===== config.mk =====
export PLATFORM = sky130hd
export DESIGN_NAME = col_lifting_53
export DESIGN_NICKNAME = d
export VERILOG_FILES = /design/src/rtl/col_lifting_53.sv
export SDC_FILE = /design/constraint.sdc
export NUM_CORES = 2
export LEC_CHECK = 0
export CAP_MARGIN = 0
export CORE_MARGIN = 1
export CORE_UTILIZATION = 30
export CTS_CLUSTER_SIZE = 14
export DETAILED_ROUTE_END_ITERATION = 12
export HOLD_SLACK_MARGIN = 0.02
export SETUP_SLACK_MARGIN = 0.5
export SYNTH_ARGS = -nofsm -noshare
export SYNTH_HDL_FRONTEND = slang
export SYNTH_SLANG_ARGS = --single-unit

===== constraint.sdc =====
create_clock -name clk -period 18.28 [get_ports clk]
set_clock_uncertainty 0.2 [all_clocks]
set_input_delay 2.742 -clock clk [delete_from_list [all_inputs] [get_ports clk]]
set_output_delay 2.742 -clock clk [all_outputs]
set_load 0.03 [all_outputs]

===== src/rtl/col_lifting_53.sv =====
// -----------------------------------------------------------------------------
// col_lifting_53
// Vertical LeGall 5/3 lifting over LANES adjacent columns per beat.
// Each accepted beat carries one band (x[2k], x[2k+1], x[2k+2]) and yields the
// smooth (s) and detail (d) coefficients two register stages later.
// The previous band's detail is kept per column group in a line buffer;
// top and bottom edges use symmetric extension.
//
// Ports
//   clk, reset        rising-edge clock, synchronous active-high reset
//   in_valid/in_ready input handshake (in_ready = !out_valid || out_ready)
//   row_0/1/2         x[2k], x[2k+1], x[2k+2]; lane i at [i*DATA_W +: DATA_W]
//   out_valid/ready   output handshake
//   s                 signed smooth, DATA_W+2 bits per lane
//   d                 signed detail, DATA_W+1 bits per lane
//   out_col/out_band  column group / band tag of the output beat
//   out_last          final beat of the frame
//
// Build option
//   COL_LIFT_CLAMP_EN  when defined, s saturates to [0, 2^DATA_W-1]
// -----------------------------------------------------------------------------

// Per-lane datapath: detail predict in stage 1, smooth update in stage 2.
module col_lift53_lane #(
   parameter int DATA_W = 8
) (
   input  logic              i_clk,
   input  logic              i_reset,
   input  logic              i_ld1,
   input  logic              i_ld2,
   input  logic [DATA_W-1:0] i_x0,
   input  logic [DATA_W-1:0] i_x1,
   input  logic [DATA_W-1:0] i_x2,
   input  logic              i_first,
   input  logic              i_lastb,
   input  logic [DATA_W:0]   i_dp,
   output logic [DATA_W:0]   o_d_new,
   output logic [DATA_W+1:0] o_s,
   output logic [DATA_W:0]   o_d
);
   logic [DATA_W-1:0]        w_x2;
   logic [DATA_W:0]          w_sum, w_d, w_dp;
   logic [DATA_W-1:0]        r_x0;
   logic [DATA_W:0]          r_d, r_dp;
   logic signed [DATA_W+3:0] w_u, w_sh;
   logic [DATA_W+1:0]        w_s;
   logic [DATA_W+1:0]        r_s;
   logic [DATA_W:0]          r_dq;

   // Bottom edge mirrors x[2k+2] onto x[2k].
   assign w_x2    = i_lastb ? i_x0 : i_x2;
   assign w_sum   = {1'b0, i_x0} + {1'b0, w_x2};
   // |d| < 2^DATA_W, so modular DATA_W+1 arithmetic is exact.
   assign w_d     = {1'b0, i_x1} - (w_sum >> 1);
   // Top edge mirrors the missing previous detail onto the current one.
   assign w_dp    = i_first ? w_d : i_dp;
   assign o_d_new = w_d;

   always_ff @(posedge i_clk) begin
      if (i_reset) begin
         r_x0 <= '0;
         r_d  <= '0;
         r_dp <= '0;
      end else if (i_ld1) begin
         r_x0 <= i_x0;
         r_d  <= w_d;
         r_dp <= w_dp;
      end
   end

   // floor((4*x0 + dp + d + 2) / 4) == x0 + floor((dp + d + 2) / 4)
   assign w_u  = {2'b00, r_x0, 2'b00} + {{3{r_d[DATA_W]}}, r_d}
               + {{3{r_dp[DATA_W]}}, r_dp} + (DATA_W+4)'(2);
   assign w_sh = w_u >>> 2;

`ifdef COL_LIFT_CLAMP_EN
   always_comb begin
      w_s = {2'b00, w_sh[DATA_W-1:0]};
      if (w_sh[DATA_W+3])
         w_s = '0;
      else if (|w_sh[DATA_W+2:DATA_W])
         w_s = {2'b00, {DATA_W{1'b1}}};
   end
`else
   assign w_s = (DATA_W+2)'(w_sh);
`endif

   always_ff @(posedge i_clk) begin
      if (i_reset) begin
         r_s  <= '0;
         r_dq <= '0;
      end else if (i_ld2) begin
         r_s  <= w_s;
         r_dq <= r_d;
      end
   end

   assign o_s = r_s;
   assign o_d = r_dq;
endmodule

module col_lifting_53 #(
   parameter int DATA_W = 8,
   parameter int LANES  = 1,
   parameter int COLS   = 256,
   parameter int ROWS   = 256
) (
   input  logic                             clk,
   input  logic                             reset,
   input  logic                             in_valid,
   output logic                             in_ready,
   input  logic [LANES*DATA_W-1:0]          row_0,
   input  logic [LANES*DATA_W-1:0]          row_1,
   input  logic [LANES*DATA_W-1:0]          row_2,
   output logic                             out_valid,
   input  logic                             out_ready,
   output logic [LANES*(DATA_W+2)-1:0]      s,
   output logic [LANES*(DATA_W+1)-1:0]      d,
   output logic [$clog2(COLS/LANES)-1:0]    out_col,
   output logic [$clog2(ROWS/2)-1:0]        out_band,
   output logic                             out_last
);
   localparam int NG = COLS / LANES;
   localparam int NB = ROWS / 2;
   localparam int CW = $clog2(NG);
   localparam int BW = $clog2(NB);
   localparam int DW = DATA_W + 1;
   localparam int SW = DATA_W + 2;

   logic                  w_adv, w_acc, w_ld2;
   logic                  w_first, w_lastb, w_lastc;
   logic [CW-1:0]         r_c, r_col1;
   logic [BW-1:0]         r_k, r_band1;
   logic                  r_v1, r_last1;
   logic [LANES*DW-1:0]   r_lb [NG];
   logic [LANES*DW-1:0]   w_dp_rd, w_d_new;

   assign w_adv    = !out_valid || out_ready;
   assign in_ready = w_adv;
   assign w_acc    = in_valid && w_adv;
   assign w_ld2    = w_adv && r_v1;
   assign w_first  = (r_k == '0);
   assign w_lastb  = (r_k == BW'(NB - 1));
   assign w_lastc  = (r_c == CW'(NG - 1));

   // Input position counters: column group fastest, then band.
   always_ff @(posedge clk) begin
      if (reset) begin
         r_c <= '0;
         r_k <= '0;
      end else if (w_acc) begin
         if (w_lastc) begin
            r_c <= '0;
            r_k <= w_lastb ? '0 : r_k + BW'(1);
         end else begin
            r_c <= r_c + CW'(1);
         end
      end
   end

   // Line buffer of previous-band details; contents after reset are never
   // consumed because band 0 uses the top mirror.
   assign w_dp_rd = r_lb[r_c];
   always_ff @(posedge clk) begin
      if (w_acc && !reset)
         r_lb[r_c] <= w_d_new;
   end

   // Stage 1 tags.
   always_ff @(posedge clk) begin
      if (reset) begin
         r_v1    <= 1'b0;
         r_col1  <= '0;
         r_band1 <= '0;
         r_last1 <= 1'b0;
      end else if (w_adv) begin
         r_v1 <= w_acc;
         if (w_acc) begin
            r_col1  <= r_c;
            r_band1 <= r_k;
            r_last1 <= w_lastc && w_lastb;
         end
      end
   end

   // Stage 2 tags; held when the consumer stalls.
   always_ff @(posedge clk) begin
      if (reset) begin
         out_valid <= 1'b0;
         out_col   <= '0;
         out_band  <= '0;
         out_last  <= 1'b0;
      end else if (w_adv) begin
         out_valid <= r_v1;
         if (r_v1) begin
            out_col  <= r_col1;
            out_band <= r_band1;
            out_last <= r_last1;
         end
      end
   end

   for (genvar g = 0; g < LANES; g++) begin : g_lane
      col_lift53_lane #(.DATA_W(DATA_W)) u_lane (
         .i_clk   (clk),
         .i_reset (reset),
         .i_ld1   (w_acc),
         .i_ld2   (w_ld2),
         .i_x0    (row_0[g*DATA_W +: DATA_W]),
         .i_x1    (row_1[g*DATA_W +: DATA_W]),
         .i_x2    (row_2[g*DATA_W +: DATA_W]),
         .i_first (w_first),
         .i_lastb (w_lastb),
         .i_dp    (w_dp_rd[g*DW +: DW]),
         .o_d_new (w_d_new[g*DW +: DW]),
         .o_s     (s[g*SW +: SW]),
         .o_d     (d[g*DW +: DW])
      );
   end
endmodule

Word-level counts from Yosys, hierarchy flattened

Memories as Yosys holds them, arrays and structs flattened. A register that Yosys moved wholly into a read port is not among the register bits.
Index checks and enable logic that the tools add are counted.

Word-level logic and storage cells: 44
Input port bits: 28
Memories kept: 1
Flip-flop bits (word level): 94
Bits in writable memories: 2304
Output and inout port bits: 37

Memory list:

| name | depth | bits a word | read ports | clocked after Yosys merged registers in | wr ports | line | RTL |
|---|---|---|---|---|---|---|---|
| r_lb | 256   | 9           | 1          | 1                                       | 1        | 135  | `logic [LANES*DW-1:0] r_lb [NG];` |

Equal/unequal tests: 2
Mux-type cells: 8
$add $sub $neg: 7
Reduce and logical (&&, ||, !) cells: 11

Operators by type and width:

| operator                                       | number |
|---|---|
| two-way mux 8 bit                              | 4 |
| adder 11 x 9 -> 12 bit                         | 1 |
| adder 12 bit                                   | 1 |
| adder 12 x 2 -> 12 bit (second input constant) | 1 |
| adder 8 x 8 -> 9 bit                           | 1 |
| two-way mux 9 bit                              | 1 |
| subtractor 8 x 8 -> 9 bit                      | 1 |
| adder 8 x 1 -> 8 bit (second input constant)   | 1 |
| == test 8 bit (second input constant)          | 1 |
| adder 7 x 1 -> 7 bit (second input constant)   | 1 |
| == test 7 bit (second input constant)          | 1 |
| logical NOT 7 bit                              | 1 |
| two-way mux 7 bit                              | 1 |
| AND reduction 2 bit                            | 3 |
| logical AND 1 bit                              | 4 |
| logical NOT 1 bit                              | 2 |
| two-way mux 1 bit                              | 2 |
| logical OR 1 bit                               | 1 |

Longest topological paths before layout

Depth after elaboration: 6
Mapped depth: 19
Gate-level depth less buffers: 19

By module

Synthesis repeated with hierarchy kept, for this count alone.

Cell total of the unflattened synthesis: 4706
Area total of the unflattened synthesis: 94066.5 µm²

Modules (own cells, without submodules):

| module          | sequential area each (µm²) | instances | area an instance (µm²) | cells an instance |
|---|---|---|---|---|
| col_lifting_53  | 70327.4                    | 1         | 90929.7                | 4361 |
| col_lift53_lane | 900.9                      | 1         | 3136.8                 | 345 |

Least setup slack after synthesis

No wires, ideal clock.

Kind: input to register
Start point: in row_0[1]
End point: mem r_lb[0][5] (netlist name), data pin
Data arrival time: 15.194 ns
Path slack: 0.621 ns
Data required time: 15.815 ns
Path buffers: 0
Setup time: 2.265 ns
Cell stages on the path: 12
Path through: mux2_2 > ha_1 > a31o_2 > a21o_1 > a21oi_1 > nand2b_1 > nor2b_1 > xor2_1 > ha_1 > o21ai_0 > a21oi_1 > a211oi_1

Word-level cells in the longest chain between the ends: 3

RTL lines:

| element                         | line | RTL |
|---|---|---|
| start, declared                 | 112  | `input logic [LANES*DATA_W-1:0] row_0,` |
| two-way mux 8 bit               | 51   | `assign w_x2 = i_lastb ? i_x0 : i_x2;` |
| adder 8 x 8 -> 9 bit *          | 52   | `assign w_sum = {1'b0, i_x0} + {1'b0, w_x2};` |
| subtractor 8 x 8 -> 9 bit *     | 54   | `assign w_d = {1'b0, i_x1} - (w_sum >> 1);` |
| net g_lane[0].u_lane.o_d_new[5] | 37   | `output logic [DATA_W:0] o_d_new,` |
| end, declared                   | 135  |  |

The timed path passes the listed nets; every way through them passes the cells marked *.

Worst setup path in the final report

Start point: in row_0[1]
End point: mem r_lb[18][8] (netlist name), data pin

The elaborated chain is that of the path after synthesis.

==> summary.md <==
| Metric | Value |
|---|---|
| Run status | finished with violations |
| Failing checks | capacitance limit, slew limit |
| Logic pwr share | between 10 and 15% |
| Int Pwr | between 0.009 and 0.01 W |
| H-tree Lvls | 4 |
| Syn avg cell area | 20.0 um2 |
| Post-synthesis sequential area ratio | about three quarters |
| Vias in the first global route | around 48000 |
| Post-synth top area share | 72.9% |
| Worst-path clk slew | approximately 60 ps |
| Top FF cell, synth | edfxtp_1 |
| WL per Instance | 27.6 um |
| Highest achievable clock rate | ~0.12 GHz |
| Dpl ws | between 9000 and 10000 ps |
| Critical path launch point type | primary input |
| Hold Vio Cnt, Final | 0 |
| Synth cell count leaders | edfxtp_1, mux4_2, nand2_1 |
| Cell Area, Placed | around 0.10 mm2 |
| Port Buffer Count | 64 |
| Synth top area cells | edfxtp_1, mux4_2, dfxtp_1, mux2i_1, nand2_1 |
| DRC | 0 |
| TritonCTS clock tree | yes |
| Initial antenna violation count | 9 |
| Buf/Inv on CP | 4 |
| Register Area | a little over 0.07 mm2 |
| Pin count of the biggest net entering global routing | 258 |
| Layout cells sized above 1 | between 20 and 25% |
| Setup CP Type | primary input to register |
| Core Area | ~0.31 mm2 |
| Max-cap violations | 1 |
| YS warnings | 0 |
| TritonRoute pass-1 iters | 9 |
| Final setup vio count | 0 |
| Clock Root Buffer | clkbuf_16 |
| Post-route insts no fill | ~9300 |
| Clk network pwr share | 37.4% |
| Clk sinks | approximately 2400 |
| Via Count | around 50000 |
| Io pins | between 60 and 70 |
| Total leakage power | about 33 nW |
| CP Cell Sequence | clkdlybuf4s50_1 > mux2_2 > ha_1 > a31o_2 > a21o_1 > xnor2_1 > ha_1 > nor2b_1 > o21ai_0 > nand2b_1 > a21o_1 > a21o_1 > a31oi_4 > buf_4 > buf_4 > buf_4 |
| Post-synth cell types | 75 |
| Hpwl dp | 155 mm |
| Multi-input gate area | 0.0220 mm2 |
| Slew headroom | -4.87% |
| Placed Cells | about 9000 |
| CP startpoint | row_0[1] |
| Die Ht | between 500 and 600 um |
| Post-route setup TNS | 0 ps |
| CP top delay family | buffers and inverters |
| Critical Path RT | approximately 19000 ps |
| Min cycle time layout | approximately 8000 ps |
| Via density | 5.24 |
| Hold/Removal Path Class | register to register |
| Worst EP arrival | ~8400 ps |
| Cts hold-fix bufs | 0 |
| Slew Viols, Final | 56 |
| Post-Syn Instances | ~4700 |
| Min-Delay Startpoint | r_band1[0]$_SDFFE_PP0P_ |
| Max stage delay cell, worst path | buf_4 |
| Crit path largest cell delay | 950 ps |
| CP Capture Type | register |
| Initial drt markers | 5775 |
| #FFs+latches synth | ~2400 |
| Max clock buf depth | 3 |
| RR Startpoint | r_k[0]$_SDFFE_PP0P_ |
| Post-synth EDFFs | ~2300 |
| Max VDD drop | ~150 uV |
| Sw power | approximately 0.0032 W |
| Area of the mapped netlist | 0.0950 mm2 |
| GRT overflow | 0 |
| Switching Fraction | 24.6% |
| Global-route wire length before repair | 364 mm |
| Ys async rst share | 0% |
| Nets@finish | around 5000 |
| Die X-Extent | about 560 um |
| Mapped Nets | ~4800 |
| Gpl congestion | 0.897 |
| Die area | around 0.32 mm2 |
| Drt total wl | ~260 mm |
| RSZ-0062 raised after global routing | false |
| Setup Buffers After CTS | 0 |
| P per Cell Area | 119 mW/mm2 |
| Starting density of the core | about 30% |
| Row cnt | about 210 |
| Final period util | between 40 and 50% |
| Tot GR Track Use | about 16% |
| Synth area leader | edfxtp_1 |
| P&R area growth vs syn | 14.0% |
| Worst-Margin Slew | 1560 ps |
| Num CTS Buffers | ~230 |
| Flop pwr share | 52.4% |
| Filler cell count | about 29000 |
| Clk_lat worst skew | 890 ps |
| Post-CTS resize count | 0 |
| Final Cell Area | between 0.1 and 0.15 mm2 |
| Routed Antenna Nets | 0 |
| Top-count cell post-synth | edfxtp_1 |
| Post-route setup slack | roughly 10000 ps |
| Crit path max fanout | 111 |
-- tightest hold or removal path: stages, from the launching register on --
cell     delay [ps]
dfxtp_1         310
nand2_1          60
a21oi_1          50
-- power groups by stage --
stage / Clock, W / Sequential, W / Combinational (W)
after floorplan: 0 / 0.00717 / 0.000720
after CTS: 0.00490 / 0.00676 / 0.00133
after global routing: 0.00510 / 0.00677 / 0.00141
after global placement: 0 / 0.00687 / 0.00128
final: 0.00483 / 0.00677 / 0.00131
after detailed placement: 0 / 0.00688 / 0.00133
-- layout by cell type, fill, tap and decap left out, types with 50 or more instances in the layout --
cell,n
dfxtp_1,95
a211oi_1,61
a21oi_1,117
buf_4,155
clkinv_1,55
nor2_1,269
clkdlybuf4s50_1,63
nand2_1,281
edfxtp_1,2304
mux2i_1,111
o21ai_0,50
nor3_1,84
mux4_2,583
clkbuf_16,232
-- metal layers --
metal / vias to the layer above / routed length (um) / share of wire, % / global-route usage [%]
li1: 19797 / - / - / -
met5: - / 97 / 0.038 / 0.149
met3: 456 / 23500 / 9.2 / 3.84
met2: 2287 / 117000 / 46 / 24.6
met1: 26080 / 105000 / 41 / 21.6
met4: 6 / 9560 / 3.7 / 5.54
-- cell type report --
cell class / instances / share of cell area, %
Sequential cell: 2406 / 65.8
Multi-Input combinational cell: 2013 / 20.3
Clock buffer: 284 / 5.61
Tap cell: 4160 / 4.81
Timing Repair Buffer: 228 / 1.83
Clock inverter: 150 / 1.49
Inverter: 30 / 0.123
Antenna cell: 3 / 0.00693
-- kinds of logic after synthesis --
logic type                 count (synthesis)  synth area share, %
xor gates and xnor gates                  26                0.240
DFF                                     2406                 75.0
buffers and inverters                    318                 1.97
AOI/OAI and AO/OA                        384                 2.64
muxes                                    730                 15.6
adders and majority gates                 45                0.688
and+or+nand+nor                          828                 3.86
-- metrics by stage --
stage / util (%) / power (W) / hold slack (ps)
after floorplan: - / 0.00789 / 232
after global placement: 31.9 / 0.00815 / 241
after detailed placement: 31.9 / 0.00821 / 248
after CTS: 34.4 / 0.0130 / 231
after global routing: 34.4 / 0.0133 / 258
final: 34.4 / 0.0129 / 232
-- state kept, by name, indices dropped and copies added, names as in the netlist, 8 cells and up, named ones only --
name / cells
g_lane.u_lane.o_d: 9
g_lane.u_lane.o_s: 10
g_lane.u_lane.r_d: 9
g_lane.u_lane.r_dp: 9
g_lane.u_lane.r_x0: 8
out_col: 8
r_c: 8
r_col1: 8
r_lb: 2304
-- final timing paths --
check	endpoint	slack (ps)	cells after the start
min reg2reg	out_band[0]$_SDFFE_PP0P_	230	2
min	out_band[0]$_SDFFE_PP0P_	230	2
max reg2reg	r_lb[18][8]$_DFFE_PP_	11000	18
max	r_lb[18][8]$_DFFE_PP_	10190	16
(Power assumes the default switching activity.)
